[src/rtl/uart_pkg.sv]
// Shared UART definitions: TX FSM state encoding, parity modes, parity helper.
package uart_pkg;

  localparam int unsigned UART_MAX_DATA_W = 9;

  localparam logic UART_PAR_EVEN = 1'b0;
  localparam logic UART_PAR_ODD  = 1'b1;

  typedef enum logic [2:0] {
    TX_IDLE   = 3'd0,
    TX_START  = 3'd1,
    TX_DATA   = 3'd2,
    TX_PARITY = 3'd3,
    TX_STOP   = 3'd4
  } uart_tx_state_t;

  // Parity bit over a zero-extended data word; zero padding does not change XOR.
  function automatic logic uart_parity(input logic [UART_MAX_DATA_W-1:0] data,
                                       input logic                       odd);
    return (^data) ^ odd;
  endfunction

endpackage

[src/rtl/uart_sync_fifo.sv]
// Single-clock FIFO with registered full/empty/level; head is visible on dout.
module uart_sync_fifo #(
  parameter int unsigned WIDTH = 8,
  parameter int unsigned DEPTH = 4
) (
  input  logic                     txclk,
  input  logic                     reset,
  input  logic                     push,
  input  logic [WIDTH-1:0]         din,
  input  logic                     pop,
  output logic [WIDTH-1:0]         dout,
  output logic                     full,
  output logic                     empty,
  output logic [$clog2(DEPTH):0]   level
);

  localparam int unsigned AW = $clog2(DEPTH);
  localparam int unsigned LW = $clog2(DEPTH) + 1;

  logic [WIDTH-1:0] mem [DEPTH];
  logic [AW-1:0]    wr_ptr;
  logic [AW-1:0]    rd_ptr;
  logic             push_ok;
  logic             pop_ok;
  logic [LW-1:0]    level_nxt;

  assign push_ok = push & ~full;
  assign pop_ok  = pop & ~empty;
  assign dout    = mem[rd_ptr];

  // Occupancy after this edge, used to register the flags
  always_comb begin
    level_nxt = level + LW'(push_ok) - LW'(pop_ok);
  end

  // Pointers, level and flags
  always_ff @(posedge txclk) begin
    if (reset) begin
      wr_ptr <= '0;
      rd_ptr <= '0;
      level  <= '0;
      full   <= 1'b0;
      empty  <= 1'b1;
    end else begin
      if (push_ok) wr_ptr <= wr_ptr + AW'(1);
      if (pop_ok)  rd_ptr <= rd_ptr + AW'(1);
      level <= level_nxt;
      full  <= (level_nxt == LW'(DEPTH));
      empty <= (level_nxt == '0);
    end
  end

  // Storage array; contents need no reset
  always_ff @(posedge txclk) begin
    if (push_ok) mem[wr_ptr] <= din;
  end

endmodule

[src/rtl/uart_tx_fifo_param.sv]
// Parametrised UART transmitter with a queued TX FIFO and status flags.
module uart_tx_fifo_param
  import uart_pkg::*;
#(
  parameter int unsigned DATA_W       = 8,
  parameter int unsigned CLKS_PER_BIT = 16,
  parameter int unsigned FIFO_DEPTH   = 4,
  parameter int unsigned PARITY_EN    = 0,
  parameter int unsigned PARITY_ODD   = 0,
  parameter int unsigned STOP_BITS    = 1
) (
  input  logic                          txclk,
  input  logic                          reset,
  input  logic                          ld_tx_data,
  input  logic [DATA_W-1:0]             tx_data,
  input  logic                          tx_enable,
  input  logic                          clr_over_run,
  output logic                          tx_out,
  output logic                          tx_empty,
  output logic                          tx_full,
  output logic                          tx_busy,
  output logic                          tx_over_run,
  output logic [$clog2(FIFO_DEPTH):0]   tx_level
);

  localparam int unsigned BAUD_W = $clog2(CLKS_PER_BIT);
  localparam int unsigned BIT_W  = $clog2(DATA_W);
  localparam int unsigned LVL_W  = $clog2(FIFO_DEPTH) + 1;

  localparam logic [BAUD_W-1:0] BAUD_LAST  = BAUD_W'(CLKS_PER_BIT - 1);
  localparam logic [BIT_W-1:0]  DATA_LAST  = BIT_W'(DATA_W - 1);
  localparam logic [BIT_W-1:0]  STOP_LAST  = BIT_W'(STOP_BITS - 1);
  localparam logic              PAR_MODE   = (PARITY_ODD != 0) ? UART_PAR_ODD : UART_PAR_EVEN;
  localparam logic              HAS_PARITY = (PARITY_EN != 0);

  uart_tx_state_t    state;
  uart_tx_state_t    state_nxt;
  logic [BAUD_W-1:0] baud_cnt;
  logic [BAUD_W-1:0] baud_nxt;
  logic [BIT_W-1:0]  bit_cnt;
  logic [BIT_W-1:0]  bit_nxt;
  logic [DATA_W-1:0] shreg;
  logic [DATA_W-1:0] shreg_nxt;
  logic              par_bit;
  logic              par_nxt;
  logic              tx_out_nxt;
  logic              tx_busy_nxt;
  logic              tx_empty_nxt;
  logic              over_run_nxt;
  logic              bit_done;
  logic              pop_c;
  logic              fifo_push;
  logic              fifo_empty;
  logic [DATA_W-1:0] fifo_dout;
  logic [LVL_W-1:0]  lvl_nxt;

  assign bit_done  = (baud_cnt == BAUD_LAST);
  assign fifo_push = ld_tx_data & ~tx_full;

  uart_sync_fifo #(
    .WIDTH (DATA_W),
    .DEPTH (FIFO_DEPTH)
  ) u_fifo (
    .txclk (txclk),
    .reset (reset),
    .push  (fifo_push),
    .din   (tx_data),
    .pop   (pop_c),
    .dout  (fifo_dout),
    .full  (tx_full),
    .empty (fifo_empty),
    .level (tx_level)
  );

  // FSM state register
  always_ff @(posedge txclk) begin
    if (reset) state <= TX_IDLE;
    else       state <= state_nxt;
  end

  // Next-state logic; a pop happens whenever a frame is launched
  always_comb begin
    state_nxt = state;
    pop_c     = 1'b0;
    case (state)
      TX_IDLE: begin
        if (tx_enable && !fifo_empty) begin
          state_nxt = TX_START;
          pop_c     = 1'b1;
        end
      end
      TX_START: begin
        if (bit_done) state_nxt = TX_DATA;
      end
      TX_DATA: begin
        if (bit_done && (bit_cnt == DATA_LAST)) state_nxt = HAS_PARITY ? TX_PARITY : TX_STOP;
      end
      TX_PARITY: begin
        if (bit_done) state_nxt = TX_STOP;
      end
      TX_STOP: begin
        if (bit_done && (bit_cnt == STOP_LAST)) begin
          if (tx_enable && !fifo_empty) begin
            state_nxt = TX_START;
            pop_c     = 1'b1;
          end else begin
            state_nxt = TX_IDLE;
          end
        end
      end
      default: state_nxt = TX_IDLE;
    endcase
  end

  // Datapath and output next values, derived from the state being entered
  always_comb begin
    baud_nxt     = baud_cnt;
    bit_nxt      = bit_cnt;
    shreg_nxt    = shreg;
    par_nxt      = par_bit;
    tx_out_nxt   = 1'b1;
    tx_busy_nxt  = 1'b0;
    tx_empty_nxt = 1'b0;
    over_run_nxt = tx_over_run;
    lvl_nxt      = tx_level + LVL_W'(fifo_push) - LVL_W'(pop_c);

    if (state == TX_IDLE || bit_done) baud_nxt = '0;
    else                              baud_nxt = baud_cnt + BAUD_W'(1);

    if ((state == TX_DATA || state == TX_STOP) && bit_done) bit_nxt = bit_cnt + BIT_W'(1);
    if (state_nxt != state) bit_nxt = '0;

    if (state == TX_DATA && bit_done) shreg_nxt = shreg >> 1;
    if (pop_c) begin
      shreg_nxt = fifo_dout;
      par_nxt   = uart_parity(UART_MAX_DATA_W'(fifo_dout), PAR_MODE);
    end

    case (state_nxt)
      TX_START:  tx_out_nxt = 1'b0;
      TX_DATA:   tx_out_nxt = shreg_nxt[0];
      TX_PARITY: tx_out_nxt = par_nxt;
      default:   tx_out_nxt = 1'b1;
    endcase

    tx_busy_nxt  = (state_nxt != TX_IDLE);
    tx_empty_nxt = (state_nxt == TX_IDLE) && (lvl_nxt == '0);

    // An overflowing write takes priority over a clear in the same cycle
    if (ld_tx_data && tx_full) over_run_nxt = 1'b1;
    else if (clr_over_run)     over_run_nxt = 1'b0;
  end

  // Datapath and registered outputs
  always_ff @(posedge txclk) begin
    if (reset) begin
      baud_cnt    <= '0;
      bit_cnt     <= '0;
      shreg       <= '0;
      par_bit     <= 1'b0;
      tx_out      <= 1'b1;
      tx_busy     <= 1'b0;
      tx_empty    <= 1'b1;
      tx_over_run <= 1'b0;
    end else begin
      baud_cnt    <= baud_nxt;
      bit_cnt     <= bit_nxt;
      shreg       <= shreg_nxt;
      par_bit     <= par_nxt;
      tx_out      <= tx_out_nxt;
      tx_busy     <= tx_busy_nxt;
      tx_empty    <= tx_empty_nxt;
      tx_over_run <= over_run_nxt;
    end
  end

endmodule

[config.mk]
export PLATFORM = sky130hd
export DESIGN_NAME = uart_tx_fifo_param
export DESIGN_NICKNAME = d
export VERILOG_FILES = /design/src/rtl/uart_pkg.sv /design/src/rtl/uart_sync_fifo.sv /design/src/rtl/uart_tx_fifo_param.sv
export SDC_FILE = /design/constraint.sdc
export NUM_CORES = 1
export LEC_CHECK = 0
export CORE_MARGIN = 1
export CORE_UTILIZATION = 35
export CTS_CLUSTER_SIZE = 30
export DETAILED_ROUTE_END_ITERATION = 16
export GPL_TIMING_DRIVEN = 0
export PLACE_DENSITY_LB_ADDON = 0.15
export SYNTH_ARGS = -nofsm -noshare
export SYNTH_HDL_FRONTEND = slang
export SYNTH_SLANG_ARGS = --single-unit
[constraint.sdc]
create_clock -name txclk -period 3.2 [get_ports txclk]
set_input_delay 0.48 -clock txclk [delete_from_list [all_inputs] [get_ports txclk]]
set_output_delay 0.48 -clock txclk [all_outputs]
set_load 0.05 [all_outputs]
==> metrics.txt <==
CTS tree done; Peak VDD IR 0.0003089 V; crit-path leading delay family adder cells; H-tree depth 3; Die Ht 91.93 µm; critical path depth 12; Slowest-stage cell, CP fa_1; Pwr Density 805.8 mW/mm²; via count 1739; metal2 WL 2.352 mm; maximum clock rate 362.2 MHz; Synth cell types 40; critical-path cell list ha_1 > nand3_2 > o21ai_2 > nand3_2 > clkinvlp_4 > ha_1 > inv_1 > ha_1 > fa_1 > xnor2_1 > nand2_1 > nor3_1; Clock Latency Late Sink 0.34 ns; Largest stage delay, worst path 0.38 ns; synthesized cell area 0.002830 mm²; Worst Reg-to-Reg Cells 12; Port Buffer Count 19; CTS root buffer clkbuf_8; commonest non-fill, non-tap cell in the layout dfxtp_1; Mapped Nets 258; Core Box Area 0.007767 mm²; placed cell count 353; num ports 21; Slew @ Worst Pin 0.5655 ns; Final GP Congestion 0.7210; unrepaired setup endpoints after global routing no; Row Count 32; Max Cap Viol 0; Initial DRT Pass Iterations 4; status finished clean; initial core utilization 0.3644; Slew HR 0.6201; clk sinks 66; pin count of the biggest net entering global routing 12; sequential share of the synthesized area 0.5800; first-pass GRT wire length 8.714 mm; setup TNS 0 ns; Final Non-Filler Cells 369; Max clock buf depth 2; Final HPWL DP 3.507 mm; minimum clock period 2.761 ns; Critical Path Most Common Cell ha_1; Core Util, Final 0.4365; synthesized instance count 232; vias in the first global route 1793; Final Hold Viols 0; initial antenna violation count 0; antenna-violating nets left 0; NumNets Final 288; die area 0.008450 mm²; n_diodes 0; clock transition at the registers of the reported paths 0.07 ns; Hold Crit Class reg2reg; crit share post-route 0.8628; startpoint types flip-flop; layout overhead on the synthesized area 19.81%; max layer used met4; hold path cells 1; layout cells sized above 1 0.1311; DR vias/cell 4.713; required time of the critical path 3.46 ns; worst path arrival time 3.02 ns; Num CTS Buffers 9; drt initial violations 35; Die Wd 91.93 µm; worst-path fanout max 9; commonest cells after routing, fill and taps aside dfxtp_1 (34), edfxtp_1 (32), nor2_1 (24); Hold-fix buffers, CTS 0; pins over their slew limit 0; Syn Area/Cell 12.20 µm²; critical path class reg2reg; Leak 1.194 nW; DRT met1 WL 2.417 mm; Yosys reg bits 66; Synth Warn # 0; final wirelength 4.999 mm; Avg WL per Cell 13.55 µm; DRC 0; buffer and inverter count on the worst path 2; crit path capture type flip-flop; WL met3 127 µm; Overflow after GRT 0; # setup viols final 0; Max Clock Skew 0.006389 ns; All-Layer GR Usage 0.1378
==> layer usage <==
layer | vias to the layer above | track usage
li1 | 876 | -
met1 | 836 | 0.1731
met2 | 20 | 0.2139
met3 | 7 | 0.03731
met4 | 0 | 0.07813
met5 | - | 0
==> cells by family (layout without fill, tap and decap cells) <==
logic type                 Yosys count  count (layout)  synth area share
and+or+nand+nor                     75              75            0.1225
DFF                                 66              66            0.5800
AOI/OAI and AO/OA                   25              25           0.06455
buffers and inverters               25              60           0.03891
xor gates and xnor gates            17              17           0.05261
adders and majority gates           13              13           0.06278
muxes                               11              11           0.07869
==> Yosys cell counts, drive strengths merged <==
library cell / instances / area [µm²]
nand4: 1 / 6.260
o32a: 1 / 10.01
a311o: 1 / 10.01
o211ai: 1 / 7.510
nand2: 22 / 82.58
o31ai: 2 / 15.01
a211oi: 4 / 30.03
ha: 11 / 137.6
and3: 1 / 7.510
clkbuf: 7 / 28.78
inv: 13 / 48.80
and2: 5 / 31.28
a21o: 1 / 7.510
nand2b: 3 / 18.77
dfxtp: 34 / 680.7
mux4: 8 / 180.2
xnor2: 14 / 122.6
mux2i: 3 / 42.54
xor2: 3 / 26.28
a31oi: 1 / 6.260
or3: 3 / 20.02
o2111ai: 1 / 8.760
fa: 2 / 40.04
nand3: 5 / 30.03
nor2b: 4 / 25.02
edfxtp: 32 / 960.9
clkinv: 1 / 3.750
a311oi: 5 / 43.79
o21ai: 3 / 18.77
buf: 4 / 28.78
a21oi: 5 / 25.02
nor3: 7 / 35.03
nor2: 24 / 90.09
==> power by group <==
group / internal (mW) / switching, mW / leakage (nW)
registers: 1.03 / 0.0576 / 0.572
clock network: 0.513 / 0.311 / 0.112
logic: 0.357 / 0.462 / 0.511
==> sequential cells by signal, summed over array words and instances (netlist names), named ones only <==
register / flops
par_bit: 1
u_fifo.mem: 32
bit_cnt: 3
tx_empty: 1
tx_out: 1
u_fifo.rd_ptr: 2
tx_over_run: 1
u_fifo.empty: 1
u_fifo.wr_ptr: 2
baud_cnt: 4
shreg: 8
u_fifo.full: 1
tx_busy: 1
state: 3
u_fifo.level: 3
==> path summary, 6_finish.rpt <==
kind	end	slack [ns]	start
worst max-delay path	u_fifo.full$_SDFF_PP0_	0.44	baud_cnt[0]$_SDFF_PP0_
worst min-delay path	baud_cnt[0]$_SDFF_PP0_	0.45	baud_cnt[0]$_SDFF_PP0_
worst max register to register	u_fifo.full$_SDFF_PP0_	0.44	baud_cnt[0]$_SDFF_PP0_
worst min register to register	baud_cnt[0]$_SDFF_PP0_	0.45	baud_cnt[0]$_SDFF_PP0_
==> layout make-up <==
cell class / count / area (µm²)
multi-input cells: 141 / 1084
clock inverters: 6 / 105.1
clock buffers: 10 / 127.6
well taps: 102 / 127.6
flip-flops and latches: 66 / 1642
repair buffers: 19 / 190.2
fillers: 763 / 4377
inverters: 14 / 56.30
plain buffers: 11 / 58.81
==> through the flow <==
stage | power, mW | cell area (µm²) | hold slack (ns) | worst slack (ns)
finish | 2.732 | 3391 | 0.4502 | 0.4389
global route | 2.915 | 3391 | 0.4998 | 0.1167
CTS | 2.772 | 3381 | 0.4541 | 0.2493
detailed placement | 1.931 | 3148 | 0.4355 | 0.08376
global placement | 1.926 | 3148 | 0.4289 | 0.09702
floorplan | 1.730 | 2830 | 0.4179 | 0.6923
==> repair_timing <==
item                                    in CTS  in global routing
setup buffers                                0                  0
endpoints found under the setup margin       0                  2
gates resized for setup                      0                  4
Power figures use the tool's default switching activity.
